File: src/rtl/dly_seq_pkg.sv
// Shared types and defaults for the DQS delay-line move sequencer.
// Imported by the sequencer top and its counter.
package dly_seq_pkg;

  typedef enum logic [2:0] {
    ST_IDLE,
    ST_SETUP,
    ST_PULSE,
    ST_GAP,
    ST_LDPULSE,
    ST_SETTLE,
    ST_FIN
  } state_e;

  localparam logic SEL_RX = 1'b0;
  localparam logic SEL_TX = 1'b1;

  localparam int DEF_MAX_TAP  = 127;
  localparam int DEF_MOVE_GAP = 4;
  localparam int DEF_SETTLE   = 8;

  localparam int TMR_W = 8;

endpackage

File: src/rtl/dly_seq_cnt.sv
// Loadable down-counter with zero flag.
// Saturates at zero; load wins over decrement.
module dly_seq_cnt
  import dly_seq_pkg::*;
#(
  parameter int W = TMR_W
) (
  input  logic         clk_i,
  input  logic         rst_ni,
  input  logic         ld_i,
  input  logic [W-1:0] val_i,
  input  logic         dec_i,
  output logic         zero_o
);

  logic [W-1:0] cnt_q, cnt_d;

  always_comb begin
    cnt_d = cnt_q;
    if (ld_i) begin
      cnt_d = val_i;
    end else if (dec_i && cnt_q != '0) begin
      cnt_d = cnt_q - W'(1);
    end
  end

  always_ff @(posedge clk_i or negedge rst_ni) begin
    if (!rst_ni) begin
      cnt_q <= '0;
    end else begin
      cnt_q <= cnt_d;
    end
  end

  assign zero_o = (cnt_q == '0);

endmodule

File: src/rtl/dly_line_move_seq.sv
// DQS delay-line move/load sequencer for the lane controller.
// Tracks RX/TX tap positions and paces MOVE/LOAD strobes.
module dly_line_move_seq
  import dly_seq_pkg::*;
#(
  parameter int TAP_W    = 8,
  parameter int MAX_TAP  = DEF_MAX_TAP,
  parameter int MOVE_GAP = DEF_MOVE_GAP,
  parameter int SETTLE   = DEF_SETTLE
) (
  input  logic             FAB_CLK,
  input  logic             ARST_N,
  input  logic             REQ_VALID,
  output logic             REQ_READY,
  input  logic             REQ_SEL,
  input  logic             REQ_LOAD,
  input  logic             REQ_DIR,
  input  logic [TAP_W-1:0] REQ_TAPS,
  output logic             DONE,
  output logic             ERR,
  output logic [TAP_W-1:0] TAP_POS_RX,
  output logic [TAP_W-1:0] TAP_POS_TX,
  output logic             DELAY_LINE_SEL,
  output logic             DELAY_LINE_LOAD,
  output logic             DELAY_LINE_DIRECTION,
  output logic             DELAY_LINE_MOVE,
  input  logic             RX_DELAY_LINE_OUT_OF_RANGE,
  input  logic             TX_DELAY_LINE_OUT_OF_RANGE
);

  state_e           state_q, state_d;
  logic             sel_q, sel_d;
  logic             ld_q, ld_d;
  logic             dir_q, dir_d;
  logic             pen_q, pen_d;
  logic             err_q, err_d;
  logic [TAP_W-1:0] rx_q, rx_d;
  logic [TAP_W-1:0] tx_q, tx_d;

  logic             tmr_ld, tmr_dec, tmr_zero;
  logic [TMR_W-1:0] tmr_val;
  logic             tap_ld, tap_dec, tap_zero;

  logic [TAP_W-1:0] cur_pos;
  logic [TAP_W:0]   sum_w;
  logic             rej;
  logic             oor;

  assign cur_pos = (REQ_SEL == SEL_TX) ? tx_q : rx_q;
  assign sum_w   = {1'b0, cur_pos} + {1'b0, REQ_TAPS};
  assign rej     = !REQ_LOAD &&
                   (REQ_DIR ? (sum_w > (TAP_W+1)'(MAX_TAP))
                            : (REQ_TAPS > cur_pos));
  assign oor     = (sel_q == SEL_TX) ? TX_DELAY_LINE_OUT_OF_RANGE
                                     : RX_DELAY_LINE_OUT_OF_RANGE;

  dly_seq_cnt #(.W(TMR_W)) u_tmr (
    .clk_i  (FAB_CLK),
    .rst_ni (ARST_N),
    .ld_i   (tmr_ld),
    .val_i  (tmr_val),
    .dec_i  (tmr_dec),
    .zero_o (tmr_zero)
  );

  dly_seq_cnt #(.W(TAP_W)) u_taps (
    .clk_i  (FAB_CLK),
    .rst_ni (ARST_N),
    .ld_i   (tap_ld),
    .val_i  (REQ_TAPS),
    .dec_i  (tap_dec),
    .zero_o (tap_zero)
  );

  always_comb begin
    state_d = state_q;
    sel_d   = sel_q;
    ld_d    = ld_q;
    dir_d   = dir_q;
    pen_d   = pen_q;
    err_d   = err_q;
    rx_d    = rx_q;
    tx_d    = tx_q;
    tmr_ld  = 1'b0;
    tmr_val = '0;
    tmr_dec = 1'b0;
    tap_ld  = 1'b0;
    tap_dec = 1'b0;
    unique case (state_q)
      ST_IDLE: begin
        if (REQ_VALID) begin
          sel_d  = REQ_SEL;
          ld_d   = REQ_LOAD;
          dir_d  = REQ_DIR;
          tap_ld = 1'b1;
          err_d  = rej;
          pen_d  = !rej;
          state_d = rej ? ST_FIN : ST_SETUP;
        end
      end
      ST_SETUP: begin
        if (ld_q) begin
          state_d = ST_LDPULSE;
        end else if (tap_zero) begin
          state_d = ST_SETTLE;
          tmr_ld  = 1'b1;
          tmr_val = TMR_W'(SETTLE - 1);
        end else begin
          state_d = ST_PULSE;
        end
      end
      ST_PULSE: begin
        tap_dec = 1'b1;
        tmr_ld  = 1'b1;
        tmr_val = TMR_W'(MOVE_GAP - 2);
        state_d = ST_GAP;
        if (sel_q == SEL_TX) begin
          tx_d = dir_q ? tx_q + TAP_W'(1) : tx_q - TAP_W'(1);
        end else begin
          rx_d = dir_q ? rx_q + TAP_W'(1) : rx_q - TAP_W'(1);
        end
      end
      ST_GAP: begin
        if (!tmr_zero) begin
          tmr_dec = 1'b1;
        end else if (!oor && !tap_zero) begin
          state_d = ST_PULSE;
        end else begin
          err_d   = err_q | oor;
          state_d = ST_SETTLE;
          tmr_ld  = 1'b1;
          tmr_val = TMR_W'(SETTLE - 1);
        end
      end
      ST_LDPULSE: begin
        if (sel_q == SEL_TX) begin
          tx_d = '0;
        end else begin
          rx_d = '0;
        end
        state_d = ST_SETTLE;
        tmr_ld  = 1'b1;
        tmr_val = TMR_W'(SETTLE - 1);
      end
      ST_SETTLE: begin
        if (tmr_zero) begin
          state_d = ST_FIN;
        end else begin
          tmr_dec = 1'b1;
        end
      end
      ST_FIN: begin
        pen_d   = 1'b0;
        state_d = ST_IDLE;
      end
      default: state_d = ST_IDLE;
    endcase
  end

  always_ff @(posedge FAB_CLK or negedge ARST_N) begin
    if (!ARST_N) begin
      state_q <= ST_IDLE;
      sel_q   <= 1'b0;
      ld_q    <= 1'b0;
      dir_q   <= 1'b0;
      pen_q   <= 1'b0;
      err_q   <= 1'b0;
      rx_q    <= '0;
      tx_q    <= '0;
    end else begin
      state_q <= state_d;
      sel_q   <= sel_d;
      ld_q    <= ld_d;
      dir_q   <= dir_d;
      pen_q   <= pen_d;
      err_q   <= err_d;
      rx_q    <= rx_d;
      tx_q    <= tx_d;
    end
  end

  // SEL/DIR only reach the pins for accepted, non-rejected requests
  assign REQ_READY            = (state_q == ST_IDLE);
  assign DONE                 = (state_q == ST_FIN);
  assign ERR                  = err_q;
  assign TAP_POS_RX           = rx_q;
  assign TAP_POS_TX           = tx_q;
  assign DELAY_LINE_SEL       = pen_q & sel_q;
  assign DELAY_LINE_DIRECTION = pen_q & dir_q;
  assign DELAY_LINE_MOVE      = (state_q == ST_PULSE);
  assign DELAY_LINE_LOAD      = (state_q == ST_LDPULSE);

endmodule

File: config.mk
export PLATFORM = sky130hd
export DESIGN_NAME = dly_line_move_seq
export DESIGN_NICKNAME = d
export VERILOG_FILES = /design/src/rtl/dly_seq_pkg.sv /design/src/rtl/dly_seq_cnt.sv /design/src/rtl/dly_line_move_seq.sv
export SDC_FILE = /design/constraint.sdc
export NUM_CORES = 1
export LEC_CHECK = 0
export ABC_AREA = 1
export CAP_MARGIN = 5
export CORE_MARGIN = 8
export CORE_UTILIZATION = 40
export DETAILED_ROUTE_END_ITERATION = 10
export GPL_TIMING_DRIVEN = 1
export PLACE_DENSITY = 0.66
export SLEW_MARGIN = 15
export SYNTH_ARGS = -nofsm -noshare
export SYNTH_HDL_FRONTEND = slang
export SYNTH_HIERARCHICAL = 1
export SYNTH_SLANG_ARGS = --single-unit
File: constraint.sdc
create_clock -name FAB_CLK -period 2.35 [get_ports FAB_CLK]
set_clock_uncertainty 0.2 [all_clocks]
set_input_delay 0.3525 -clock FAB_CLK [delete_from_list [all_inputs] [get_ports FAB_CLK]]
set_output_delay 0.3525 -clock FAB_CLK [all_outputs]
set_load 0.02 [all_outputs]
# == After elaboration in Yosys (flattened, before gate mapping) ==
# Cells that the tools add are included.
# op_classes
n_mux,44
n_reduce_logical,26
n_addsub,7
magnitude_cmp,2
eq_ne,14
n_bitwise,3
# op_table
op,count
two-way mux 8 bit,11
two-way mux 3 bit,11
one-hot mux 8 bit (2 select lines),2
"subtractor 8 x 1 -> 8 bit, second input constant",4
one-hot mux 3 bit (6 select lines),1
"adder 8 x 1 -> 8 bit, second input constant",2
logical NOT 8 bit,2
nonzero test 8 bit,2
two-way mux 1 bit,15
"!= test 2 bit, second input constant",6
one-hot mux 3 bit (4 select lines),1
nonzero test 2 bit,5
adder 8 x 8 -> 9 bit,1
"== test 3 bit, second input constant",3
"> comparator 9 x 7 -> 1 bit, second input constant",1
AND reduction 3 bit,3
> comparator 8 bit,1
"== test 3 x 2 -> 1 bit, second input constant",2
logical AND 1 bit,4
logical NOT 1 bit,4
"!= test 2 x 1 -> 1 bit, second input constant",2
one-hot mux 1 bit (2 select lines),2
AND reduction 2 bit,2
AND reduction 4 bit,1
other kinds (6),8
# word_totals
inputBits,16
reg_bits,40

# == Longest topological paths before layout ==
# Gate-level depths: netlist of the first run.
# depth
ltp_word,8
ltp_mapped,18
ltp_nobuf,17

# == Modules after synthesis ==
# Netlist of the first run, hierarchy kept.
# by_module_without_submodules
module,instances,cells_per_inst,seq_area_each_um2,area_per_inst_um2
dly_line_move_seq,1,333,600.6,2304.7
dly_seq_cnt,2,93,200.2,596.8

# == Worst setup path after synthesis of the first run ==
# Ideal clock, no wire load.
# synth_path
kind,register -> register
startpoint,"reg rx_q[0], in the netlist TAP_POS_RX[0]"
endpoint,reg state_q[0]
synth_period_minus_slack_ns,2.292
path_stages_with_launch,15
path_slack_ns,0.058
t_arrival_ns,1.968
path_buffers,0
cell_sequence,dfrtp_1 -> inv_1 -> o21ai_0 -> ha_1 -> inv_1 -> fa_1 -> nand3b_1 -> nand2_1 -> a21oi_1 -> nand4_1 -> nand2_1 -> nand2_1 -> nand2_1 -> nand2_1 -> nand2_1
# synth_via
elab_chain_cells,8
# synth_lines
element,line_no,source
from (decl),dly_line_move_seq.sv:37,"logic [TAP_W-1:0] rx_q, rx_d;"
from (signal assigned),dly_line_move_seq.sv:177,rx_q <= rx_d;
two-way mux 8 bit *,dly_line_move_seq.sv:49,assign cur_pos = (REQ_SEL == SEL_TX) ? tx_q : rx_q;
adder 8 x 8 -> 9 bit,dly_line_move_seq.sv:50,"assign sum_w = {1'b0, cur_pos} + {1'b0, REQ_TAPS};"
> comparator 9 x 7 -> 1 bit,dly_line_move_seq.sv:52,(REQ_DIR ? (sum_w > (TAP_W+1)'(MAX_TAP))
two-way mux 1 bit *,dly_line_move_seq.sv:52,
logical AND 1 bit *,dly_line_move_seq.sv:51,assign rej = !REQ_LOAD &&
two-way mux 3 bit *,dly_line_move_seq.sv:98,state_d = rej ? ST_FIN : ST_SETUP;
two-way mux 3 bit *,dly_line_move_seq.sv:91,if (REQ_VALID) begin
one-hot mux 3 bit (6 select lines) *,dly_line_move_seq.sv:89,unique case (state_q)
to (signal assigned),dly_line_move_seq.sv:171,state_q <= state_d;
to (decl),dly_line_move_seq.sv:31,"state_e state_q, state_d;"
# Every way passes the cells marked *; elsewhere a longest branch is shown, timed or not. The select of a mux whose other input is x is not followed.
# A chain may end at the register's enable or synchronous reset.

# == Worst setup path after layout of the first run ==
# layout_path
startpoint,"reg tx_q[5], in the netlist TAP_POS_TX[5]"
endpoint,reg state_q[0]
# layout_via
elab_chain_cells,8
# layout_lines
element,line_no,source
from (decl),dly_line_move_seq.sv:38,"logic [TAP_W-1:0] tx_q, tx_d;"
from (signal assigned),dly_line_move_seq.sv:178,tx_q <= tx_d;
two-way mux 8 bit *,dly_line_move_seq.sv:49,
adder 8 x 8 -> 9 bit,dly_line_move_seq.sv:50,
> comparator 9 x 7 -> 1 bit,dly_line_move_seq.sv:52,
two-way mux 1 bit *,dly_line_move_seq.sv:52,
logical AND 1 bit *,dly_line_move_seq.sv:51,
two-way mux 3 bit *,dly_line_move_seq.sv:98,
two-way mux 3 bit *,dly_line_move_seq.sv:91,
one-hot mux 3 bit (6 select lines) *,dly_line_move_seq.sv:89,
# Marked as above.

==> metrics.yaml, run 1 <==
outcome: "finished clean"
io_pins: 39
ir_worst_vdd_v: 0.0007120
std_cell_rows: 34
cts_buffer_depth: 2
rsz0062_at_grt: "true"
path_clk_slew_ns: 0.09
fin_util_pct: 54.38
hold_path.class: "input port to asynchronous set/reset pin"
grt_use_total_pct: 16.15
hold_viol_final: 0
h-tree-depth: 2
crit_type: "register to register"
r2r-start: "TAP_POS_TX[5]$_DFFE_PN0P_"
vias: 3581
finalCritPeriodShare_pct: 97.06
worstSkewPairLatency_ns: 0.29
nets: 667
grt_max_degree: 21
clock-sinks: 40
min_period_ns: 2.281
wl_um: 9509
yosysUniqueCellTypes: 37
ys_async_sr_fraction_pct: 100.0
drive_gt1_share_pct: 20.29
fmax_mhz: 438.4
powerDensity_mw_per_mm2: 1355
start_util_pct: 40.71
yosys-top-cells-count: "nand2_1 (159), inv_1 (81), dfrtp_1 (40)"
fp.dieH_um: 109.5
dp_hpwl_um: 7387
crit_required_ns: 2.33
synth_edf_count: 0
drc_errors: 0
ys_ff_latch: 40
slew_viol_final: 0
cts-root-buf: "clkbuf_8"
synth_area_mm2: 0.003498
cp-start-kind: "register"
r2r-end: "state_q[0]$_DFFE_PN0P_"
die_w_um: 109.5
post-synth-top-area-fraction_pct: 28.61
crit_fanout: 3
grt_pass1_vias: 3527
grt_pass1_wl_um: 15790
p_leak_uw: 0.002460
setup_viol: 0
overflow: 0
dr.pass1.iters: 4
cts_tree: "built"
vias_per_cell: 4.946
syn_avg_cell_area_um2: 6.741
ant_nets: 0
grt_antenna_before_repair: 0
io_buffers: 38
dieArea_mm2: 0.01199
synthToLayoutAreaGrowth_pct: 33.58
yosys_warnings: 6
r2r_slack_ns: 0.07
critical_path_arrival_ns: 2.26
drt_iter0_drc: 155
yosysMostFrequentCell: "nand2_1"
ys_seq_area_share_pct: 28.61
syn_inst: 519
fillCellCount: 799
worst-r2r-cell-count: 15
synthFlopType: "dfrtp_1"
cts_inserted_buffers: 5
synth_area_leader_cell: "dfrtp_1"
core_mm2: 0.008593
pre_cts_ws_ns: -0.4738
finalPower_uw: 6332
cap_violations: 0
synth_area_leaders: "dfrtp_1 (29%), nand2_1 (17%), ha_1 (12%)"
crit_path_end_kind: "register"
routedWlPerCell_um: 13.13
worst_slack_ns: 0.06908
gp_congestion: 0.8848
antennaDiodeCount: 0
[cells in the final DEF, fill, tap and decap left out, types with 3 or more instances in the layout]
cell type / netlist / routed
buf_4: 0 / 45
clkbuf_8: 0 / 5
nor3_1: 6 / 3
o21ai_4: 2 / 4
nand2_1: 159 / 152
o21ai_2: 0 / 6
ha_4: 0 / 3
nand3_1: 39 / 37
buf_6: 0 / 3
clkinv_2: 2 / 3
nor2_2: 6 / 8
nand2_2: 3 / 10
nor2_1: 33 / 30
dfrtp_1: 40 / 39
ha_1: 33 / 29
a21oi_1: 20 / 18
inv_1: 81 / 77
conb_1: 1 / 5
clkdlybuf4s50_1: 0 / 33
o21ai_1: 6 / 8
fa_1: 3 / 3
o21ai_0: 35 / 25
inv_2: 8 / 11
nand4_1: 8 / 8
nor3_2: 3 / 5
xor2_1: 4 / 4
[worst max-delay path by stage]
stage,from,end,slack (ns)
6_report,TAP_POS_TX[5]$_DFFE_PN0P_,state_q[0]$_DFFE_PN0P_,0.07
5_1_grt,TAP_POS_TX[5]$_DFFE_PN0P_,state_q[0]$_DFFE_PN0P_,-0.04
4_1_cts,state_q[0]$_DFFE_PN0P_,DELAY_LINE_MOVE,0.02
3_5_place_dp,REQ_SEL,state_q[0]$_DFFE_PN0P_,-0.47
3_3_place_gp,REQ_SEL,state_q[0]$_DFFE_PN0P_,-0.45
2_1_floorplan,TAP_POS_RX[0]$_DFFE_PN0P_,state_q[0]$_DFFE_PN0P_,0.06
[registers in the layout, indices dropped and copies added (netlist names)]
register	cells
TAP_POS_RX	8
TAP_POS_TX	8
u_taps/cnt_q	8
u_tmr/cnt_q	8
state_q	3
ERR	1
dir_q	1
ld_q	1
pen_q	1
sel_q	1
[per-stage QoR]
| step | std cells | hold WS, ns | cell area (um2) | TNS [ns] |
|---|---|---|---|---|
| 5_1_grt | 724 | 0.2664 | 4673 | -0.07431 |
| 2_1_floorplan | 523 | -0.1431 | 3513 | 0 |
| 6_report | 724 | 0.2393 | 4673 | 0 |
| 4_1_cts | 716 | 0.2372 | 4479 | 0 |
| 3_5_place_dp | 706 | 0.02687 | 4313 | -2.292 |
| 3_3_place_gp | 706 | 0.02619 | 4313 | -2.097 |
[layout make-up]
type / instances / area (um2) / share of cell area [%]
Clock buffer: 5 / 68.82 / 1.473
Tap cell: 108 / 135.1 / 2.892
Sequential cell: 40 / 1002 / 21.45
Inverter: 91 / 347.8 / 7.443
Timing Repair Buffer: 88 / 760.7 / 16.28
Clock inverter: 3 / 42.54 / 0.9103
Multi-Input combinational cell: 389 / 2316 / 49.56
[report_power, final]
group / internal [uW] / switching (uW)
combinational: 1810 / 2580
sequential: 1010 / 348
clock: 315 / 268
[cell families (layout without fill, tap and decap cells)]
group                    Yosys count  in the layout  share of synthesized area, %
AND/OR/NAND/NOR                  265            265                         32.87
buffers and inverters             94            187                         10.16
AO/OA/AOI/OAI                     76             76                         12.95
flip-flops                        40             40                         28.61
adder cells (fa/ha/maj)           36             36                         13.52
XOR/XNOR                           6              6                         1.502
other                              1              5                        0.1072
multiplexers                       1              1                        0.2861
[worst max-delay path, cell delays in order (launching register included)]
cell	delay, ns
dfrtp_1	0.41
or2_4	0.24
o21ai_2	0.06
ha_1	0.27
inv_2	0.09
nand2_2	0.06
nor3_2	0.20
nand2_2	0.08
nand2_1	0.06
nand2_1	0.05
nand4_1	0.12
nand2_1	0.11
nand2_1	0.08
nand2_1	0.05
nand2_1	0.05
nand2_1	0.04
[metal layers]
metal	wire length (um)	track usage, %
met5	0	0
met4	101	3.857
met3	441	2.579
met2	4588	27.65
met1	4377	20.76
[what timing repair did]
item | 4_1_cts | 5_1_grt
resized for setup | 20 | 39
pin swaps | 5 | 17
cloned | 0 | 1
hold endpoints to repair | 8 | 0
hold buffers | 1 | 0
setup buffers | 1 | 7
endpoints found under the setup margin | 8 | 16
No activity file was read; power rests on OpenSTA's default activity.
==> inputs of run 2 (changes only) <==
ABC_AREA = not set   (was 1)
CAP_MARGIN = 30   (was 5)
PLACE_DENSITY = 0.67   (was 0.66)
SLEW_MARGIN = 40   (was 15)
==> run 2 against run 1 <==
Against the previous run: the flow now finishes with violations (setup timing); via count down 7.1%; synthesized cell count decreased by 31%; sequential power fell by 15%; die area down 7.3%; synthesized area down 8.5%; combinational power shrank 5.2%; count of clock-buffer cells in the layout is 1 higher; first-iteration DRC count rose by 1.3%; wire length up 1.7%; core utilization is 9.2 points higher.
==> metrics.yaml, run 2 <==
outcome: "finished, violations left"
violations: "setup timing"
grt_pass1_wl_um: 15870
vias: 3328
overflow: 0
drc_errors: 0
crit_type: "register to register"
hold_viol_final: 0
cap_violations: 0
start_util_pct: 41.40
met1_usage_pct: 21.34
fin_util_pct: 63.60
hold_path.class: "input port to asynchronous set/reset pin"
gr-usage-met3_pct: 2.801
die_w_um: 105.4
slew_viol_final: 0
post-synth-top-area-fraction_pct: 31.29
yosysUniqueCellTypes: 59
r2r-start: "TAP_POS_RX[0]$_DFFE_PN0P_"
path_clk_slew_ns: 0.09
grt_antenna_before_repair: 0
core_mm2: 0.007727
std_cell_rows: 32
syn_avg_cell_area_um2: 8.962
setup_viol: 13
drt_iter0_drc: 157
crit_fanout: 3
vias_per_cell: 5.456
worstSkewPairLatency_ns: 0.30
crit_start: "TAP_POS_RX[0]$_DFFE_PN0P_"
ys_ff_latch: 40
syn_inst: 357
cts_inserted_buffers: 5
worst_slack_ns: -0.4282
synth_area_leaders: "dfrtp_1 (31%), ha_1 (13%), nor2_1 (2.8%)"
clock-sinks: 40
h-tree-depth: 2
fillCellCount: 660
tightest_slew_ns: 0.7244
synthToLayoutAreaGrowth_pct: 53.62
rsz0062_at_grt: "true"
gp_congestion: 0.9088
powerDensity_mw_per_mm2: 1183
yosys_warnings: 6
dp_hpwl_um: 7315
min_period_ns: 2.778
ant_nets: 0
cts_tree: "built"
dieArea_mm2: 0.01112
io_buffers: 38
nets: 559
cts_buffer_depth: 2
cts-root-buf: "clkbuf_8"
fmax_mhz: 359.9
routedWlPerCell_um: 15.85
finalPower_uw: 5814
synth_area_leader_cell: "dfrtp_1"
most-common-layout-cells: "buf_4 (105), dfrtp_1 (38), clkdlybuf4s50_1 (32)"
cp-start-kind: "register"
fp.dieH_um: 105.4
crit_required_ns: 2.33
ys_seq_area_share_pct: 31.29
ir_worst_vdd_v: 0.0005688
yosysMostFrequentCell: "dfrtp_1"
r2r_slack_ns: -0.43
drive_gt1_share_pct: 35.24
antennaDiodeCount: 0
dr.pass1.iters: 4
finalCritPeriodShare_pct: 118.2
critical_path_arrival_ns: 2.75
p_leak_uw: 0.002309
synth_edf_count: 0
ys_async_sr_fraction_pct: 100.0
final_common_cell: "buf_4"
grt_max_degree: 17
placed_area_mm2: 0.004538
grtUsageMet2_pct: 29.59
grt_pass1_vias: 3407
crit_path_end_kind: "register"
synthFlopType: "dfrtp_1"
relSlewSlack_pct: 51.26
io_pins: 39
grt_use_total_pct: 17.03
wl_um: 9668
fin_area_mm2: 0.004915
yosys-top-cells-count: "dfrtp_1 (40), ha_1 (33), nor2_1 (24)"
busiest_layer: "met2"
synth_area_mm2: 0.003199
## run 2: cell count changes in the layout (fill, tap and decap cells not counted), moves of 6 or more
cell     before  now
nand2_1     152   20
buf_4        45  105
inv_1        77   18
nand3_1      37    6
o21ai_0      25    9
nor2_1       30   19
nand2_2      10    1
nor3_1        3   12
nor2_2        8    1
xnor2_1       2    9
mux2i_1       1    7
nor2b_1       0    6
## run 2: worst paths after layout
kind	end	cells after the start
setup / recovery	state_q[2]$_DFFE_PN0P_	10
hold / removal	TAP_POS_RX[2]$_DFFE_PN0P_	2
setup reg to reg	state_q[2]$_DFFE_PN0P_	10
hold reg to reg	ERR$_DFFE_PN0P_	1
max in group asynchronous	dir_q$_DFFE_PN0P_	3
min in group FAB_CLK	ERR$_DFFE_PN0P_	1
## run 2: cell type report
class / instances / area [um2] / share of cell area [%]
Multi-Input combinational cell: 283 / 2332 / 47.45
Timing Repair Buffer: 151 / 1260 / 25.64
Sequential cell: 40 / 1003 / 20.42
Tap cell: 102 / 127.6 / 2.597
Inverter: 26 / 98.84 / 2.011
Clock buffer: 6 / 82.58 / 1.680
Clock inverter: 2 / 10.01 / 0.2037
## run 2: what timing repair did
item | CTS | global route
endpoints found under the hold margin | 9 | 0
hold buffers | 1 | 0
resized for setup | 28 | 14
endpoints found under the setup margin | 16 | 20
pin swaps | 20 | 11
setup buffers | 10 | 9
## run 2: cells by family after synthesis
family,count (synthesis),share of synthesized area [%]
AND/OR/NAND/NOR,117,19.79
multiplexers,12,3.950
XOR/XNOR,11,3.012
flip-flops,40,31.29
buffers and inverters,38,4.575
adder cells (fa/ha/maj),36,14.78
AO/OA/AOI/OAI,102,22.49
other,1,0.1172
## run 2: power breakdown
| group | switching [uW] | total [uW] | internal (uW) |
|---|---|---|---|
| Combinational | 2020 | 4160 | 2140 |
| Sequential | 189 | 1160 | 970 |
| Clock | 256 | 490 | 235 |
## run 2: critical path, stage by stage, from the launching register on
cell and delay [ns]:
dfrtp_2 0.41, mux2_4 0.29, ha_4 0.16, inv_2 0.05, fa_2 0.18, or4b_4 0.46, a2111oi_4 0.19, mux2i_1 0.14
a21oi_2 0.19, nor3b_2 0.07, or3_1 0.30
## run 2: metal layers
metal | routed length, um | part of all wire (%) | vias to the layer above
met1 | 4353 | 45 | 1625
met4 | 101 | 1.0 | 0
met2 | 4838 | 50 | 70
met3 | 375 | 3.9 | 7
met5 | 0 | 0 | -
li1 | - | - | 1626
## run 2: stage by stage
stage,hold slack [ns],setup WS (ns),setup TNS [ns],std cells
after floorplan,-0.1431,-0.4373,-2.822,361
after global placement,0.02204,-0.9975,-6.247,585
after detailed placement,0.02347,-1.024,-6.615,585
after CTS,0.2360,-0.5057,-3.524,604
after global routing,0.2681,-0.5335,-5.007,610
final,0.2375,-0.4282,-3.287,610
==> patch: new RTL, settings of run 1 <==
Set the parameter `TAP_W` to 10 (it was 8).
--- a/src/rtl/dly_line_move_seq.sv
+++ b/src/rtl/dly_line_move_seq.sv
@@ -4,5 +4,5 @@
   import dly_seq_pkg::*;
 #(
-  parameter int TAP_W    = 8,
+  parameter int TAP_W    = 10,
   parameter int MAX_TAP  = DEF_MAX_TAP,
   parameter int MOVE_GAP = DEF_MOVE_GAP,
Ports: changed (resized REQ_TAPS, TAP_POS_RX and TAP_POS_TX); port bits go from 39 to 45. The function was not compared with the original's and may differ.
==> patch against run 1 <==
- largest power group unchanged
- synthesized cell count grew 25%
- count of clock-buffer cells in the layout grew 1
- wire length grew 35%
- non-clock buffer count grew 33
- critical path depth is the same
- worst setup slack lost 0.039 ns
- design area grew 27%
- area after synthesis grew 23%
- sequential cell count grew 6
- total power grew 27%
==> patch: results (changes against run 1) <==
Layout
  • Final Net Count: 835 (+25%)
  • Total inserted antenna cells: 0 (unchanged)
  • Number of filler instances in the final layout: 1012 (+27%)
  • Layout cells sized above 1: 0.253 (+0.0500)

Synth
  • Proportion of synthesized chip area in sequential cells: 0.267 (-0.0196)
  • Count of distinct cell types in the synthesized netlist: 50 (+35%)
  • Biggest area contributors in the synthesized netlist: sky130_fd_sc_hd__dfrtp_1 (27%), sky130_fd_sc_hd__nand2_1 (17%), sky130_fd_sc_hd__ha_1 (12%)
  • Synthesis warning total: 6 (unchanged)
  • Most instantiated flip-flop cell in the synthesis netlist: sky130_fd_sc_hd__dfrtp_1
  • Synth async-reset ratio: 1.00 (unchanged)
  • Top cell types by occurrence after synthesis: sky130_fd_sc_hd__nand2_1 (197), sky130_fd_sc_hd__inv_1 (85), sky130_fd_sc_hd__nor2_1 (50), sky130_fd_sc_hd__dfrtp_1 (46)

Min path
  • HP Class: primary input to register

Worst setup path
  • Cell with the largest stage delay on the worst path: sky130_fd_sc_hd__clkdlybuf4s50_1
  • Worst-path fanout max: 4 (+1)
  • Max stage delay on crit path: 0.52 ns (+0.11 ns)

Routing
  • Number of vias per cell: 4.95 (about the same)
  • Number of violations reported at the end of detailed-routing iteration 0: 194 (+25%)
  • Drt pass-1 iters: 5 (+1)
  • Routed WL per cell: 14.0 microns (+6.5%)

Clocking
  • Number of buffers created by CTS: 5 (unchanged)
  • H-tree level count: 2 (unchanged)
  • Clock slew at reported path FFs: 0.10 ns
  • Buffers from clock root to sink, at most: 2 (unchanged)
  • Clock latency on the worst-skew pair: 0.30 ns
  • Cell at the root of the clock tree: sky130_fd_sc_hd__clkbuf_8

Placed design
  • Setup Slack @ Placement: -0.729 ns (-0.255 ns)
  • Placed wire-length estimate: 9760 microns (+32%)
  • Gp weighted congestion: 0.898 (+1.5%)
  • # port buffers: 44 (+16%)
  • Cell area after placement: 0.00539 sq mm (+25%)

Global route
  • Vias in the first global route: 4317 (+22%)
  • Number of antenna violations at the first check in global routing: 0 (unchanged)
  • Global-route wire length before repair: 20600 microns (+31%)
  • GRT Overall Usage: 0.173 (+0.0115)
  • Maximum number of pins on one net before global-route repair: 47 (+120%)

Pwr
  • P_leak: 0.00304 uW (+24%)
  • IR drop worst, VDD: 0.000779 V (+9.5%)

Run status
  • Run status: complete, no violations
[patch: cell types whose count changed after synthesis, moves of 6 or more]
cell	delta
sky130_fd_sc_hd__dfrtp_1	+6
sky130_fd_sc_hd__o21ai_2	+6
sky130_fd_sc_hd__ha_1	+7
sky130_fd_sc_hd__inv_2	+10
sky130_fd_sc_hd__nand2_1	+38
sky130_fd_sc_hd__nor2_1	+17
[patch: cells by family after synthesis]
logic type / synth area share
fa+ha+maj: 0.130
other cells: 0.000868
flops: 0.267
buf+inv: 0.0996
compound gates: 0.152
mux: 0.00232
simple gates: 0.338
xor+xnor: 0.0101
[patch: worst paths after layout]
check / start / end / slack (ns) / cells after the start
max: REQ_TAPS[6] / state_q[2] / 0.03 / 15
min: REQ_SEL / sel_q / 0.30 / 4
max reg2reg: dir_q / TAP_POS_TX[6] / 0.05 / 12
min reg2reg: ERR / ERR / 0.37 / 2
max in group asynchronous: ARST_N / dir_q / 1.34 / 3
min in group asynchronous: ARST_N / ld_q / 0.36 / 3
[patch: worst max-delay path, delay by kind of cell]
family | cells | cell delay (ns)
buffers and inverters | 2 | 0.60
adder cells (fa/ha/maj) | 1 | 0.40
AND/OR/NAND/NOR | 11 | 0.81
AO/OA/AOI/OAI | 1 | 0.14
[patch: area by class of cell]
class                      count  area (sq um)  area share
clock buffer                   6          72.6      0.0122
clock inverter                 2          13.8     0.00232
inverter                     106           405      0.0683
multi-input combinational    493          3040       0.512
sequential                    46          1150       0.194
tap                          140           175      0.0295
timing repair buffer         121          1070       0.180
timing repair inverter         1          7.51     0.00127
[patch: metal layers]
metal	routed length [microns]	track usage
met4	160	0.0351
met3	574	0.0385
met1	6040	0.226
met5	0	0
met2	6030	0.287
[patch: what timing repair did]
item / 4_1_cts / 5_1_grt
setup buffers: 2 / 14
pin swaps: 3 / 14
hold buffers: 1 / 0
endpoints found under the hold margin: 46 / 0
gates resized for setup: 23 / 65
gates cloned: 1 / 0
endpoints found under the setup margin: 13 / 22
[patch: stage by stage]
stage,power [uW],instances,hold WS (ns),TNS (ns)
2_1_floorplan,5080,651,-0.143,0
3_3_place_gp,6680,889,0.162,-3.52
3_5_place_dp,6790,889,0.161,-3.40
4_1_cts,7420,901,0.359,0
5_1_grt,8880,915,0.311,-0.439
6_report,8060,915,0.300,0
[patch: power breakdown]
| group | internal [uW] | leakage [uW] | switching (uW) |
|---|---|---|---|
| clock | 211 | 0.0000452 | 299 |
| sequential | 1150 | 0.000581 | 311 |
| combinational | 2600 | 0.00242 | 3490 |
